[config.mk]
export PLATFORM = sky130hd
export DESIGN_NAME = chng_seq_ctrl
export DESIGN_NICKNAME = d
export VERILOG_FILES = /design/src/rtl/chng_seq_ctrl.sv
export SDC_FILE = /design/constraint.sdc
export NUM_CORES = 1
export LEC_CHECK = 0
export BUFFER_PORTS_ARGS = -buffer_cell sky130_fd_sc_hd__buf_2
export CAP_MARGIN = 10
export CORE_MARGIN = 3
export CORE_UTILIZATION = 46
export CTS_CLUSTER_DIAMETER = 40
export DETAILED_ROUTE_END_ITERATION = 10
export PLACE_DENSITY = 0.77
export SLEW_MARGIN = 20
export SYNTH_ARGS = -nofsm -noshare
export SYNTH_HDL_FRONTEND = slang
export SYNTH_SLANG_ARGS = --single-unit
[constraint.sdc]
create_clock -name clock -period 2.4 [get_ports clock]
set_input_delay 0.12 -clock clock [delete_from_list [all_inputs] [get_ports clock]]
set_output_delay 0.12 -clock clock [all_outputs]
set_load 0.03 [all_outputs]
[src/rtl/chng_seq_ctrl.sv]
// Change-list sequencer: fetches each change record, runs the Y-value filter,
// then ITERS calc_y iterations, and arbitrates the shared yMem read port.
module chng_seq_ctrl #(
  parameter int ITERS    = 4,
  parameter int YMEM_LAT = 1,
  parameter int WDOG_MAX = 1023
) (
  input  logic        clock,
  input  logic        reset,
  input  logic        start,
  input  logic [15:0] num_chng,
  output logic [15:0] chng_addr,
  output logic        chng_rd,
  input  logic [79:0] chng_rdata,
  output logic [15:0] chng_row,
  output logic [15:0] chng_col,
  output logic [23:0] chng_real,
  output logic [23:0] chng_img,
  output logic        filt_EN,
  input  logic        filt_done,
  output logic        calc_start,
  input  logic        calc_done,
  input  logic        filt_rd_req,
  input  logic        calc_rd_req,
  input  logic [15:0] filt_y_row,
  input  logic [15:0] calc_y_row,
  output logic        ymem_rd,
  output logic [15:0] ymem_addr,
  output logic        filt_dataReady,
  output logic        calc_dataReady,
  output logic        busy,
  output logic [7:0]  iter_cnt,
  output logic        op_Done,
  output logic        op_err
);

  typedef enum logic [2:0] {
    S_IDLE, S_FETCH, S_LOAD, S_FILT, S_CALC, S_NEXT, S_DONE
  } state_t;

  localparam logic [7:0]  ITERS_L  = 8'(ITERS);
  localparam logic [15:0] WDOG_LIM = 16'(WDOG_MAX - 1);

  state_t              state, state_nxt;
  logic [15:0]         idx, idx_inc, num_q, wdog;
  logic [7:0]          iter_inc;
  logic                calc_last, abort, filt_iss, calc_iss, wdog_clr;
  logic [YMEM_LAT-1:0] filt_vld_p, calc_vld_p;

  assign idx_inc   = idx + 16'd1;
  assign iter_inc  = iter_cnt + 8'd1;
  assign calc_last = (iter_inc == ITERS_L);

  assign busy           = (state != S_IDLE);
  assign op_Done        = (state == S_DONE);
  assign filt_dataReady = filt_vld_p[YMEM_LAT-1];
  assign calc_dataReady = calc_vld_p[YMEM_LAT-1];

  // Watchdog restarts whenever the sequence makes progress.
  assign wdog_clr = ((state_nxt == S_FILT) && (state != S_FILT)) ||
                    ((state_nxt == S_CALC) && (state != S_CALC)) ||
                    ((state == S_CALC) && calc_done);

  always_comb begin
    state_nxt = state;
    abort     = 1'b0;
    chng_rd   = 1'b0;
    chng_addr = 16'd0;
    filt_EN   = 1'b0;
    ymem_rd   = 1'b0;
    ymem_addr = 16'd0;
    filt_iss  = 1'b0;
    calc_iss  = 1'b0;
    case (state)
      S_IDLE: begin
        if (start) state_nxt = (num_chng == 16'd0) ? S_DONE : S_FETCH;
      end
      S_FETCH: begin
        chng_rd   = 1'b1;
        chng_addr = idx;
        state_nxt = S_LOAD;
      end
      S_LOAD: state_nxt = S_FILT;
      S_FILT: begin
        filt_EN   = 1'b1;
        ymem_rd   = filt_rd_req;
        ymem_addr = filt_y_row;
        filt_iss  = filt_rd_req;
        if (filt_done) begin
          state_nxt = S_CALC;
        end else if (wdog == WDOG_LIM) begin
          abort     = 1'b1;
          state_nxt = S_DONE;
        end
      end
      S_CALC: begin
        ymem_rd   = calc_rd_req;
        ymem_addr = calc_y_row;
        calc_iss  = calc_rd_req;
        if (calc_done) begin
          if (calc_last) state_nxt = S_NEXT;
        end else if (wdog == WDOG_LIM) begin
          abort     = 1'b1;
          state_nxt = S_DONE;
        end
      end
      S_NEXT: state_nxt = (idx_inc == num_q) ? S_DONE : S_FETCH;
      S_DONE: state_nxt = S_IDLE;
      default: state_nxt = S_IDLE;
    endcase
  end

  always_ff @(posedge clock) begin
    if (reset) begin
      state      <= S_IDLE;
      idx        <= 16'd0;
      num_q      <= 16'd0;
      wdog       <= 16'd0;
      iter_cnt   <= 8'd0;
      calc_start <= 1'b0;
      op_err     <= 1'b0;
      chng_row   <= 16'd0;
      chng_col   <= 16'd0;
      chng_real  <= 24'd0;
      chng_img   <= 24'd0;
      filt_vld_p <= '0;
      calc_vld_p <= '0;
    end else begin
      state      <= state_nxt;
      calc_start <= ((state == S_FILT) && filt_done) ||
                    ((state == S_CALC) && calc_done && !calc_last);
      if (abort) op_err <= 1'b1;
      if (wdog_clr) wdog <= 16'd0;
      else if ((state == S_FILT) || (state == S_CALC)) wdog <= wdog + 16'd1;
      case (state)
        S_IDLE: if (start) begin
          num_q  <= num_chng;
          idx    <= 16'd0;
          op_err <= 1'b0;
        end
        S_LOAD: begin
          chng_row  <= chng_rdata[79:64];
          chng_col  <= chng_rdata[63:48];
          chng_real <= chng_rdata[47:24];
          chng_img  <= chng_rdata[23:0];
        end
        S_FILT: if (filt_done) iter_cnt <= 8'd0;
        S_CALC: if (calc_done) iter_cnt <= iter_inc;
        S_NEXT: idx <= idx_inc;
        default: ;
      endcase
      // Read-tag pipeline: tag follows the owner at issue time.
      filt_vld_p[0] <= filt_iss;
      calc_vld_p[0] <= calc_iss;
      for (int i = 1; i < YMEM_LAT; i++) begin
        filt_vld_p[i] <= filt_vld_p[i-1];
        calc_vld_p[i] <= calc_vld_p[i-1];
      end
    end
  end

endmodule

==> metrics.log <==
[metrics] number of endpoints with negative hold slack in the final report: 0
[metrics] data arrival at the endpoint of the critical path: 2.07 ns
[metrics] Net count, final: 1,308
[metrics] synthesized netlist net count: 970
[metrics] Critical Path Sink Type: output port
[metrics] count of clock tree sinks: between 100 and 150
[metrics] Placer Congestion: between 0.9 and 1
[metrics] standard-cell rows: 42
[metrics] clock input transition at the sequential cells of the worst setup and hold paths: 0.06 ns
[metrics] largest delay contributor family on the critical path: simple AND/OR/NAND/NOR gates
[metrics] power density over the cells: approximately 660 nW/µm²
[metrics] count of different cell masters after synthesis: 59
[metrics] IR Drop Worst-Case VDD: 0.501 mV
[metrics] FMAX: between 400 and 500 MHz
[metrics] clock buffers created by TritonCTS: 17
[metrics] routed vias: 7,190
[metrics] biggest fanout along the worst timing path: 16
[metrics] average routed wire per standard cell: around 16 µm
[metrics] Tightest Pin Transition: slightly above 0.8 ns
[metrics] worst relative slew slack: a little under half
[metrics] post-synthesis area per instance: 7.76 µm²
[metrics] Hold Crit Class: input port to flip-flop
[metrics] most frequent CP cell: nand2_1
[metrics] Clock Latency Late Sink: 0.43 ns
[metrics] fraction of synthesis flops using an asynchronous set or reset pin: 0%
[metrics] Setup Crit Path Kind: flip-flop to output port
[metrics] clock tree from TritonCTS: built
[metrics] Startpoint Class: flip-flop
[metrics] DRC violations left: 0
[metrics] core outline area: 13,500 µm²
[metrics] vertical extent of the die: 124 µm
[metrics] most frequent cells in the layout: buf_2, nand2_1, dfxtp_1
[metrics] Required @ worst endpoint: 2.28 ns
[metrics] fraction of final layout cells with drive strength greater than 1: 27.6%
[metrics] post-route cell area: 9410 µm²
[metrics] setup TNS: 0 ns
[metrics] average vias per placed instance: ~5.3
[metrics] cell chosen for the clock root: clkbuf_16
[metrics] unrepaired setup endpoints after global routing: no
[metrics] horizontal die dimension: 124 µm
[metrics] number of antenna violations at the first check in global routing: 0
[metrics] LEAKAGE: between 0.004 and 0.005 µW
[metrics] estimated wirelength of the detail-placed design: around 13,000 µm
[metrics] crit share post-route: approximately nine tenths
[metrics] Total Routed Length: about 22,000 µm
[metrics] count of nets left with antenna violations after detail routing: 0
[metrics] signed area change from the synthesized netlist to the final layout: 45.9%
[metrics] all-layer global routing usage: a little over a quarter
[metrics] largest net degree at the start of global routing: 129
[metrics] number of synthesized flops with an enable pin: 0
[metrics] cells along the critical path: nor3b_2 -> buf_4 -> nand2_1 -> nand2_1 -> buf_2
[metrics] Port-buffer cells: ~260
[metrics] leading cell type in the layout, fill and taps excluded: buf_2
[metrics] proportion of synthesized chip area in sequential cells: 44.4%
[metrics] most frequently used flop master after synthesis: dfxtp_1
[metrics] origin of the worst setup path: state[2]
[metrics] Syn Inst Count: roughly 830
[metrics] post-synthesis sequential element count: about 140
[metrics] Critical R2R Launch: idx[1]
[metrics] total count of max-transition violations in the final report: 0
[metrics] first drt pass iteration count: 5
[metrics] Mapped Area: ~6400 µm²
[metrics] Max H-tree Level: 4
[metrics] Cell Area, Placed: 7870 µm²
[metrics] fin crit period: between 2 and 2.5 ns
[metrics] post-layout util: a little over two thirds
[metrics] die outline area: 15,500 µm²
[metrics] outcome: complete, no violations
[metrics] Yosys Warn Count: 0
[metrics] I/O pin cnt: 264
[metrics] Hold Startpoint: calc_done
[metrics] wire length of the first global-routing pass: 34,900 µm
[metrics] number of fillers in the final layout: 1,023
[metrics] antenna fix cells: 0
[metrics] worst clock skew: 0.0149 ns
[metrics] total buffers and inverters traversed by the critical path: 2
[metrics] number of global-route vias before repair: 7,011
[metrics] final setup violation count: 0
[metrics] Iteration-0 DRC Markers: approximately 580
[metrics] Max Root-Sink Buffers: 2
[metrics] CP max stage delay: between 0.5 and 0.6 ns
[metrics] Worst path slowest cell: dfxtp_1
[metrics] starting utilization of the core area: between 40% and 50%
[metrics] max-capacitance violation count: 0
[metrics] total congestion overflow: 0
## logic make-up after synthesis
| kind of cell | Yosys count | synth area share, % |
|---|---|---|
| simple gates | 396 | 28.5 |
| compound gates | 183 | 16.3 |
| flops | 143 | 44.4 |
| buf+inv | 66 | 4.68 |
| xor+xnor | 38 | 5.16 |
| fa+ha+maj | 4 | 0.776 |
| mux | 1 | 0.155 |
## worst reg2reg max path, delay by kind of cell (launching register included)
family,cells,cell delay (ns)
AOI/OAI and AO/OA,2,0.39
DFF,1,0.42
and+or+nand+nor,4,0.95
adders and majority gates,1,0.34
## per-stage QoR
stage	worst slack, ns	instances	hold WS [ns]	total power, µW
2_1_floorplan	0.326	831	0.256	3270
3_3_place_gp	0.213	1228	0.358	3610
3_5_place_dp	0.158	1228	0.365	3630
4_1_cts	0.139	1357	0.101	6230
6_report	0.214	1357	0.137	6220
5_1_grt	0.0221	1357	0.154	6470
## cell usage after synthesis (all sizes together) (3+ instances only)
master	number	area, µm²
and4	4	35.0
and3	7	45.1
a311oi	4	35.0
nor3b	3	27.5
nand4b	4	35.0
a22oi	5	37.5
nor3	11	55.1
inv	8	30.0
nor2	64	240
nor4	11	109
nand3	16	110
nand4	10	83.8
a21oi	126	631
nor2b	3	18.8
ha	4	50.1
nand3b	3	22.5
buf	19	118
o21ai	17	85.1
dfxtp	143	2860
clkbuf	38	144
xnor2	23	201
a22o	16	140
and2	21	133
or3	4	25.0
xor2	15	131
nand2	231	867
## final timing paths
path	end	slack, ns	cells after the start
worst max-delay path	ymem_rd	0.21	5
worst min-delay path	state[1]	0.14	4
worst max register to register	state[1]	0.22	7
worst min register to register	chng_row[0]	0.45	2
## sequential cells by signal (all words and copies together), names as in the netlist, 8 cells and up
| name | cells |
|---|---|
| chng_row | 16 |
| idx | 16 |
| chng_col | 16 |
| iter_cnt | 8 |
| chng_img | 24 |
| wdog | 16 |
| chng_real | 24 |
| num_q | 16 |
## what timing repair did
action / 4_1_cts / 5_1_grt
hold buffers: 98 / 0
setup endpoints to repair: 0 / 3
gates resized for setup: 0 / 1
buffers inserted: 0 / 0
hold endpoints to repair: 98 / 0
## cell type report
class | count | area [µm²] | area share, %
multi-input cells | 622 | 3290 | 35.0
flip-flops and latches | 143 | 2860 | 30.4
repair buffers | 377 | 2440 | 26.0
clock buffers | 20 | 447 | 4.75
well taps | 176 | 220 | 2.34
clock inverters | 11 | 111 | 1.18
inverters | 8 | 30.0 | 0.319
## metal layers
metal | vias to the layer above | track usage [%] | part of all wire, %
met4 | 0 | 14.2 | 3.8
met3 | 63 | 8.75 | 8.2
met2 | 343 | 45.2 | 48
met5 | - | 0 | 0
met1 | 3304 | 31.6 | 40
li1 | 3480 | - | -
## where the power goes
part           total [µW]  internal (µW)  switching [µW]  leakage (µW)
clock                2480           1450            1030      0.000255
sequential           2590           2500            86.2       0.00116
combinational        1150            432             718       0.00272
total                6220           4390            1840       0.00413
Power figures use the tool's default switching activity.
